[config.mk]
export PLATFORM = sky130hd
export DESIGN_NAME = spi_slave_sync
export DESIGN_NICKNAME = d
export VERILOG_FILES = /design/src/rtl/spi_slave_sync.sv
export SDC_FILE = /design/constraint.sdc
export NUM_CORES = 1
export LEC_CHECK = 0
export ABC_AREA = 1
export BUFFER_PORTS_ARGS = -buffer_cell sky130_fd_sc_hd__buf_2
export CAP_MARGIN = 25
export CORE_ASPECT_RATIO = 1.25
export CORE_MARGIN = 2
export CORE_UTILIZATION = 50
export CTS_CLUSTER_DIAMETER = 120
export DETAILED_ROUTE_END_ITERATION = 10
export GPL_ROUTABILITY_DRIVEN = 0
export PLACE_DENSITY = 0.8
export REMOVE_ABC_BUFFERS = 1
export SETUP_SLACK_MARGIN = 0.05
export SYNTH_ARGS = -nofsm -noshare
export SYNTH_HDL_FRONTEND = slang
export SYNTH_SLANG_ARGS = --single-unit
export TNS_END_PERCENT = 50
[constraint.sdc]
create_clock -name HCLK -period 2.96 [get_ports HCLK]
set_input_delay 0.148 -clock HCLK [delete_from_list [all_inputs] [get_ports HCLK]]
set_output_delay 0.148 -clock HCLK [all_outputs]
set_load 0.01 [all_outputs]
[src/rtl/spi_slave_sync.sv]
// SPI mode-0 target running entirely in the HCLK domain: oversampled pins drive a
// command decoder that bridges SPI frames to 32-bit rx/tx valid-ready streams.
module spi_slave_sync #(
  parameter int DUMMY_CYCLES = 8
) (
  input  logic        HCLK,
  input  logic        HRESETn,
  input  logic        spi_clk,
  input  logic        spi_csn,
  input  logic        spi_sdi0,
  input  logic        spi_sdi1,
  input  logic        spi_sdi2,
  input  logic        spi_sdi3,
  output logic        spi_sdo0,
  output logic        spi_sdo1,
  output logic        spi_sdo2,
  output logic        spi_sdo3,
  output logic [1:0]  spi_mode,
  output logic [31:0] rx_data,
  output logic        rx_valid,
  input  logic        rx_ready,
  input  logic [31:0] tx_data,
  input  logic        tx_valid,
  output logic        tx_ready,
  output logic        eot,
  output logic        rx_overflow,
  output logic        tx_underrun,
  output logic        cmd_err
);

  typedef enum logic [2:0] {S_IDLE, S_CMD, S_DUMMY, S_RX, S_TX, S_IGNORE} state_t;

  localparam logic [7:0] C_WRITE    = 8'h02;
  localparam logic [7:0] C_QWRITE   = 8'h38;
  localparam logic [7:0] C_READ     = 8'h0B;
  localparam logic [7:0] C_QREAD    = 8'hEB;
  localparam logic [7:0] DUMMY_LAST = 8'((DUMMY_CYCLES > 0) ? DUMMY_CYCLES - 1 : 0);

  logic        r_sclk_p0, r_sclk_p1, r_sclk_p2;
  logic        r_csn_p0, r_csn_p1, r_csn_p2;
  logic [3:0]  r_sdi_p0, r_sdi_p1;
  logic [1:0]  r_flush;
  logic        r_armed;

  state_t      r_state;
  logic [6:0]  r_cmd;
  logic [7:0]  r_cnt;
  logic        r_quad;
  logic [30:0] r_rx_sh;
  logic [31:0] r_rx_data;
  logic        r_rx_valid;
  logic [31:0] r_tx_sh;
  logic        r_tx_pend;
  logic        r_pre;
  logic        r_tx_ready;
  logic        r_eot;
  logic        r_rx_ovf;
  logic        r_tx_und;
  logic        r_cmd_err;
  logic [1:0]  r_mode;

  logic        w_clk_rise, w_clk_fall, w_csn_rise, w_csn_fall;
  logic [3:0]  w_sdi;
  logic [7:0]  w_cmd_next;
  logic [31:0] w_rx_next;
  logic [31:0] w_tx_shift;
  logic [7:0]  w_last;
  logic        w_tx_on;

  // Synchronizer stages p0/p1, edge-detect stage p2 (clock and chip select only).
  // r_armed blocks a frame already in progress when reset was released.
  always_ff @(posedge HCLK or negedge HRESETn) begin
    if (!HRESETn) begin
      r_sclk_p0 <= 1'b0;
      r_sclk_p1 <= 1'b0;
      r_sclk_p2 <= 1'b0;
      r_csn_p0  <= 1'b1;
      r_csn_p1  <= 1'b1;
      r_csn_p2  <= 1'b1;
      r_sdi_p0  <= 4'h0;
      r_sdi_p1  <= 4'h0;
      r_flush   <= 2'd0;
      r_armed   <= 1'b0;
    end else begin
      r_sclk_p0 <= spi_clk;
      r_sclk_p1 <= r_sclk_p0;
      r_sclk_p2 <= r_sclk_p1;
      r_csn_p0  <= spi_csn;
      r_csn_p1  <= r_csn_p0;
      r_csn_p2  <= r_csn_p1;
      r_sdi_p0  <= {spi_sdi3, spi_sdi2, spi_sdi1, spi_sdi0};
      r_sdi_p1  <= r_sdi_p0;
      if (r_flush != 2'd3) r_flush <= r_flush + 2'd1;
      else if (r_csn_p2)   r_armed <= 1'b1;
    end
  end

  assign w_clk_rise = r_sclk_p1 & ~r_sclk_p2;
  assign w_clk_fall = ~r_sclk_p1 & r_sclk_p2;
  assign w_csn_rise = r_csn_p1 & ~r_csn_p2;
  assign w_csn_fall = ~r_csn_p1 & r_csn_p2;
  assign w_sdi      = r_sdi_p1;
  assign w_cmd_next = {r_cmd, w_sdi[0]};
  assign w_rx_next  = r_quad ? {r_rx_sh[27:0], w_sdi} : {r_rx_sh, w_sdi[0]};
  assign w_tx_shift = r_quad ? {r_tx_sh[27:0], 4'h0} : {r_tx_sh[30:0], 1'b0};
  assign w_last     = r_quad ? 8'd7 : 8'd31;

  // Frame state machine; chip-select rise overrides everything else in the cycle.
  always_ff @(posedge HCLK or negedge HRESETn) begin
    if (!HRESETn) begin
      r_state    <= S_IDLE;
      r_cmd      <= 7'h0;
      r_cnt      <= 8'd0;
      r_quad     <= 1'b0;
      r_rx_sh    <= 31'h0;
      r_rx_data  <= 32'h0;
      r_rx_valid <= 1'b0;
      r_tx_sh    <= 32'h0;
      r_tx_pend  <= 1'b0;
      r_pre      <= 1'b0;
      r_tx_ready <= 1'b0;
      r_eot      <= 1'b0;
      r_rx_ovf   <= 1'b0;
      r_tx_und   <= 1'b0;
      r_cmd_err  <= 1'b0;
      r_mode     <= 2'b00;
    end else begin
      r_tx_ready <= 1'b0;
      r_eot      <= 1'b0;
      if (r_rx_valid && rx_ready) r_rx_valid <= 1'b0;
      if (w_csn_rise) begin
        r_state   <= S_IDLE;
        r_mode    <= 2'b00;
        r_tx_sh   <= 32'h0;
        r_tx_pend <= 1'b0;
        r_pre     <= 1'b0;
        r_cnt     <= 8'd0;
        if (r_armed) r_eot <= 1'b1;
      end else begin
        case (r_state)
          S_IDLE: begin
            if (w_csn_fall && r_armed) begin
              r_rx_ovf  <= 1'b0;
              r_tx_und  <= 1'b0;
              r_cmd_err <= 1'b0;
              r_cnt     <= 8'd0;
              r_state   <= S_CMD;
            end
          end
          S_CMD: begin
            if (w_clk_rise) begin
              r_cmd <= w_cmd_next[6:0];
              if (r_cnt == 8'd7) begin
                r_cnt <= 8'd0;
                case (w_cmd_next)
                  C_WRITE: begin
                    r_quad  <= 1'b0;
                    r_state <= S_RX;
                  end
                  C_QWRITE: begin
                    r_quad  <= 1'b1;
                    r_mode  <= 2'b10;
                    r_state <= S_RX;
                  end
                  C_READ, C_QREAD: begin
                    r_quad <= (w_cmd_next == C_QREAD);
                    r_mode <= (w_cmd_next == C_QREAD) ? 2'b01 : 2'b00;
                    if (DUMMY_CYCLES == 0) begin
                      r_state   <= S_TX;
                      r_tx_pend <= 1'b1;
                    end else begin
                      r_state <= S_DUMMY;
                    end
                  end
                  default: begin
                    r_cmd_err <= 1'b1;
                    r_state   <= S_IGNORE;
                  end
                endcase
              end else begin
                r_cnt <= r_cnt + 8'd1;
              end
            end
          end
          S_DUMMY: begin
            if (w_clk_rise) begin
              if (r_cnt == DUMMY_LAST) begin
                r_cnt     <= 8'd0;
                r_state   <= S_TX;
                r_tx_pend <= 1'b1;
              end else begin
                r_cnt <= r_cnt + 8'd1;
              end
            end
          end
          S_RX: begin
            if (w_clk_rise) begin
              r_rx_sh <= w_rx_next[30:0];
              if (r_cnt == w_last) begin
                r_cnt <= 8'd0;
                if (!r_rx_valid) begin
                  r_rx_data  <= w_rx_next;
                  r_rx_valid <= 1'b1;
                end else begin
                  r_rx_ovf <= 1'b1;
                end
              end else begin
                r_cnt <= r_cnt + 8'd1;
              end
            end
          end
          S_TX: begin
            // r_cnt==0 marks a load slot; an entry-cycle load absorbs the next fall.
            if (r_tx_pend || (w_clk_fall && r_cnt == 8'd0 && !r_pre)) begin
              if (tx_valid) begin
                r_tx_sh    <= tx_data;
                r_tx_ready <= 1'b1;
              end else begin
                r_tx_sh  <= 32'h0;
                r_tx_und <= 1'b1;
              end
            end
            if (r_tx_pend) begin
              r_tx_pend <= 1'b0;
              if (w_clk_fall) r_cnt <= 8'd1;
              else            r_pre <= 1'b1;
            end else if (w_clk_fall) begin
              if (r_cnt == 8'd0) begin
                r_pre <= 1'b0;
                r_cnt <= 8'd1;
              end else begin
                r_tx_sh <= w_tx_shift;
                r_cnt   <= (r_cnt == w_last) ? 8'd0 : r_cnt + 8'd1;
              end
            end
          end
          S_IGNORE: begin
          end
          default: r_state <= S_IDLE;
        endcase
      end
    end
  end

  assign w_tx_on     = (r_state == S_TX);
  assign spi_sdo0    = w_tx_on & (r_quad ? r_tx_sh[28] : r_tx_sh[31]);
  assign spi_sdo1    = w_tx_on & r_quad & r_tx_sh[29];
  assign spi_sdo2    = w_tx_on & r_quad & r_tx_sh[30];
  assign spi_sdo3    = w_tx_on & r_quad & r_tx_sh[31];
  assign spi_mode    = r_mode;
  assign rx_data     = r_rx_data;
  assign rx_valid    = r_rx_valid;
  assign tx_ready    = r_tx_ready;
  assign eot         = r_eot;
  assign rx_overflow = r_rx_ovf;
  assign tx_underrun = r_tx_underrun_w();
  assign cmd_err     = r_cmd_err;

  function automatic logic r_tx_underrun_w();
    return r_tx_und;
  endfunction

endmodule

# After elaboration in Yosys (flattened, before gate mapping)
# Index checks and enable logic that the tools add are counted.
# word_totals
elab_cells,185
output_inout_bits,44
reg_bits,141
input_bits,42
# classes
reduce_logical,39
bitwise,16
muxes,71
eq_ne,31
add_sub_neg,2
# op_table
op,n
2-to-1 mux 32 bit,9
2-to-1 mux 8 bit,10
2-to-1 mux 1 bit,32
one-hot mux 8 bit (4 select lines),1
"inequality test 3 bit, second input constant",7
AND reduction 5 bit,4
2-to-1 mux 3 bit,6
"inequality test 2 bit, second input constant",9
AND reduction 6 bit,3
nonzero test 3 bit,5
nonzero test 2 bit,7
one-hot mux 3 bit (4 select lines),1
AND 1 bit,9
AND reduction 3 bit,3
"adder 8 x 1 -> 8 bit, second input constant",1
"equality test 8 x 2 -> 1 bit, second input constant",1
"equality test 8 x 3 -> 1 bit, second input constant",1
"equality test 8 x 4 -> 1 bit, second input constant",1
equality test 8 x 5 -> 1 bit,1
"equality test 8 x 6 -> 1 bit, second input constant",1
"equality test 8 bit, second input constant",1
zero test 8 bit,1
2-to-1 mux 2 bit,4
one-hot mux 1 bit (2 select lines),4
other kinds (22),37

# Depth between registers and ports, before layout
# logic_depth
depth_word,11
mapped_depth,14
depth_no_buf,14

# Worst setup path after synthesis
# OpenSTA, ideal clock, no wires.
# synth_path
path_kind,register to register
start,register r_cnt[0]
end,register r_tx_sh[8]
arrival_time_ns,1.446
setup_ns,0.117
n_path_buf,1
t_required_ns,2.843
period_less_slack_ns,1.563
setup_slack_ns,1.397
stages_incl_launch_ff,13
cell_sequence,dfrtp_1 > inv_1 > ha_1 > nand2_1 > nor2_4 > nand3_2 > nand2_4 > buf_6 > nand2_1 > nand3_1 > nand2_1 > nand2_1 > nand2_1
# synth_via
elab_chain_len,10
# synth_rtl
element,line_no,text
"start, declared",47,logic [7:0] r_cnt;
"start signal, assigned",181,r_cnt <= r_cnt + 8'd1;
"start signal, assigned",192,r_cnt <= r_cnt + 8'd1;
"start signal, assigned",208,r_cnt <= r_cnt + 8'd1;
zero test 8 bit *,"214, 228",
logical AND 1 bit (2 in a row),214,if (r_tx_pend || (w_clk_fall && r_cnt == 8'd0 && !r_pre)) begin
logical OR 1 bit,214,
2-to-1 mux 32 bit,214,
2-to-1 mux 32 bit,228,if (r_cnt == 8'd0) begin
2-to-1 mux 32 bit,227,end else if (w_clk_fall) begin
2-to-1 mux 32 bit *,223,if (r_tx_pend) begin
2-to-1 mux 32 bit *,140,case (r_state)
2-to-1 mux 32 bit *,131,if (w_csn_rise) begin
"end signal, assigned",216,r_tx_sh <= tx_data;
"end signal, assigned",232,r_tx_sh <= w_tx_shift;
"end, declared",52,logic [31:0] r_tx_sh;
# Every way passes the cells marked *; elsewhere a longest branch is shown, timed or not. The select of a mux whose other input is x is not followed.
# A chain may end at the register's enable or synchronous reset.

# Final worst setup path
# layout_path
start,register r_quad
end,output spi_sdo0
# layout_via
elab_chain_len,2
# layout_rtl
element,line_no,text
"start, declared",48,logic r_quad;
"start signal, assigned",166,r_quad <= (w_cmd_next == C_QREAD);
2-to-1 mux 1 bit,246,assign spi_sdo0 = w_tx_on & (r_quad ? r_tx_sh[28] : r_tx_sh[31]);
AND 1 bit,246,
"end, declared",14,"output logic spi_sdo0,"
# Every way passes these cells.

==> load_flow_metrics.sql <==
INSERT INTO impl_metrics (metric_group, metric, value, unit) VALUES
('floorplan', 'die-area', '16300', 'µm²'),
('sta', 'timing.fmax', '0.458', 'GHz'),
('grt', 'initial_antenna_violation_count', '0', ''),
('finish', 'design_area', '8730', 'µm²'),
('power_and_ir_drop', 'power-per-cell-area', '619', 'nW/µm²'),
('clocking', 'clock_sinks', '141', ''),
('place', 'cell_area_reported_after_detailed_placement', '8130', 'µm²'),
('finish', 'final_layout_size_suffix_gt1_share', '14.9', '%'),
('floorplan', 'top_level_ports', '86', ''),
('setup_path', 'path_max_fanout', '59', ''),
('grt', 'via_count_of_the_first_global_routing_pass', '6404', ''),
('clocking', 'ctsResizeCount', '0', ''),
('logic_synthesis', 'synthesis.instances', '1046', ''),
('logic_synthesis', 'synthesis.area_per_instance', '7.30', 'µm²'),
('sta', 'hold_slack', '0.106', 'ns'),
('grt', 'grt_pass1_wl', '30300', 'µm'),
('drt', 'met3_wirelength', '865', 'µm'),
('drt', 'route.antenna.remaining_nets', '0', ''),
('sta', 'timing.final.max_slew_violations', '0', ''),
('finish', 'antenna_cells_inserted', '0', ''),
('grt', 'pin_count_of_the_biggest_net_entering_global_routing', '77', ''),
('finish', 'commonest_cells_after_routing_fill_and_taps_aside', '383 x nand2_1, 137 x dfrtp_1, 136 x inv_1', ''),
('drt', 'routed.top_layer', 'met4', ''),
('setup_path', 'endpoint_kind', 'output pin', ''),
('setup_path', 'critPathCapture', 'spi_sdo0', ''),
('finish', 'final_net_count', '1162', ''),
('setup_path', 'crit_path_start_kind', 'flop', ''),
('sta', 'finalSetupViolations', '0', ''),
('clocking', 'cts_buffers', '17', ''),
('logic_synthesis', 'top_reg_cell_synth', 'dfrtp_1', ''),
('power_and_ir_drop', 'vdd.ir_drop.worst', '0.431', 'mV'),
('drt', 'aggregate_routed_wire_length', '17800', 'µm'),
('finish', 'fin_cells', '1311', ''),
('outcome', 'run_status', 'completed', ''),
('flow_run', 'maxCapViolations', '0', ''),
('setup_path', 'worstRegToRegCells', '5', ''),
('place', 'placed_cells_incl_taps', '1272', ''),
('drt', 'dr_wl_met2', '8940', 'µm'),
('sta', 'fin_worst_skew', '0.00977', 'ns'),
('clocking', 'cts-root-buf', 'clkbuf_16', ''),
('logic_synthesis', 'ys_types', '32', ''),
('drt', 'routedWlPerCell', '13.6', 'µm'),
('finish', 'mostFrequentLayoutCell', 'nand2_1', ''),
('grt', 'grt.overflow.total', '0', ''),
('floorplan', 'initial_core_util', '51.1', '%'),
('drt', 'number_of_iterations_in_the_first_detailed_routing_pass', '7', ''),
('clocking', 'clockBufferDepth', '2', ''),
('floorplan', 'die_height', '142', 'µm'),
('logic_synthesis', 'synth-edff-count', '0', ''),
('finish', 'area_growth', '14.4', '%'),
('drt', 'vias_per_cell', '5.27', ''),
('sta', 'final_period_minus_worst_setup_slack', '2.18', 'ns'),
('setup_path', 'crit_required', '2.81', 'ns'),
('sta', 'min_period_over_period', '73.7', '%'),
('setup_path', 'timing.critical_path.from', 'r_quad', ''),
('clocking', 'worst_setup_hold_path_clk_slew', '0.06', 'ns'),
('drt', 'detail_route.iter0.violations', '596', ''),
('worst_hold_path', 'hold_path_class', 'in -> reg', ''),
('setup_path', 'reg2reg_setup_slack', '0.88', 'ns'),
('logic_synthesis', 'ys.warnings.count', '0', ''),
('power_and_ir_drop', 'power.static_leakage', '4.62', 'nW'),
('clocking', 'cts_htree_levels', '4', ''),
('clocking', 'latest_clock_arrival_within_the_worst_skew_pair', '0.41', 'ns'),
('finish', 'num-fill-cells', '1326', ''),
('logic_synthesis', 'asyncSetResetFlopFracSynth', '100', '%'),
('setup_path', 'worstReg2RegStart', 'r_csn_p1', ''),
('floorplan', 'core-area', '15000', 'µm²'),
('logic_synthesis', 'yosysSeqAreaShare', '46.3', '%'),
('place', 'dp_hpwl', '11800', 'µm'),
('floorplan', 'row_count', '50', ''),
('sta', 'slew_headroom', '53.7', '%');
cell type report:
class | count | area (µm²) | area share [%]
inverters | 142 | 533 | 6.10
flip-flops and latches | 141 | 3530 | 40.5
repair buffers | 105 | 627 | 7.18
well taps | 182 | 228 | 2.61
multi-input cells | 710 | 3280 | 37.6
clock buffers | 20 | 457 | 5.23
clock inverters | 11 | 70.1 | 0.802
timing repair:
item                      in CTS  in global routing
hold endpoints to repair      70                  0
setup buffers                  0                  0
hold buffers                   8                  0
logic make-up (layout without fill, tap and decap cells):
kind of cell / after synthesis / count (layout) / share of synthesized area, %
flip-flops: 141 / 141 / 46.3
multiplexers: 1 / 1 / 0.147
AO/OA/AOI/OAI: 168 / 168 / 13.0
AND/OR/NAND/NOR: 537 / 537 / 29.2
adder cells (fa/ha/maj): 3 / 3 / 0.492
XOR/XNOR: 1 / 1 / 0.115
buffers and inverters: 195 / 278 / 10.8
how the worst min path moves through the flow:
| stage | startpoint | to | cells after the start |
|---|---|---|---|
| after detailed placement | HRESETn | r_tx_sh[19] | 1 |
| after floorplan | HRESETn | cmd_err | 0 |
| final | tx_data[0] | r_tx_sh[0] | 5 |
| after global placement | HRESETn | r_tx_sh[19] | 1 |
| after global routing | tx_data[0] | r_tx_sh[0] | 5 |
| after CTS | tx_data[0] | r_tx_sh[0] | 5 |
synth_stat cells (2+ instances only):
library cell	count	area [µm²]
o21ai_2	20	175
o21ai_1	15	75.1
o211ai_1	29	218
nand4_1	13	81.3
inv_2	5	18.8
nand3_1	89	445
buf_1	2	7.51
dfrtp_1	138	3450
inv_1	136	510
nor2_2	3	18.8
buf_6	8	90.1
nor2_1	37	139
dfstp_2	3	78.8
a21oi_1	22	110
buf_4	4	30.0
o21ai_0	78	390
nor3_1	5	25.0
buf_2	12	60.1
clkbuf_1	27	101
nand2_1	383	1440
nor3_4	2	32.5
ha_1	3	37.5
nand3_2	2	20.0
a31oi_1	2	12.5
state kept, by name, indices dropped and copies added, names as in the netlist, 2 cells and up:
| name | count |
|---|---|
| r_state | 3 |
| r_sdi_p1 | 4 |
| r_sdi_p0 | 4 |
| spi_mode | 2 |
| r_rx_sh | 31 |
| r_flush | 2 |
| r_cmd | 7 |
| r_tx_sh | 32 |
| rx_data | 32 |
| r_cnt | 8 |
routing by layer:
| layer | global-route usage, % | vias up |
|---|---|---|
| met4 | 8.92 | 0 |
| li1 | - | 3452 |
| met2 | 37.7 | 242 |
| met1 | 30.4 | 3180 |
| met5 | 0 | - |
| met3 | 4.26 | 29 |
stage by stage:
| step | setup TNS (ns) | power, mW | worst slack [ns] | util [%] |
|---|---|---|---|---|
| finish | 0 | 5.40 | 0.778 | 58.4 |
| global route | 0 | 5.74 | 0.654 | 58.4 |
| CTS | 0 | 5.43 | 0.798 | 58.4 |
| detailed placement | 0 | 3.52 | 0.929 | 54.3 |
| global placement | 0 | 3.49 | 1.02 | 54.3 |
| floorplan | -64.62 | 3.14 | -1.66 | - |
report_power, final:
part / switching [mW] / internal, mW / total [mW]
registers: 0.152 / 2.10 / 2.26
logic: 0.835 / 0.424 / 1.26
clock network: 0.784 / 1.10 / 1.89
total: 1.77 / 3.63 / 5.40
worst max-delay path: stages (launching register included):
cell and delay (ns):
dfrtp_2 0.54, clkinv_1 0.14, buf_4 0.48, nand2_1 0.10
a21oi_1 0.19, buf_2 0.16
(Power assumes the default switching activity.)
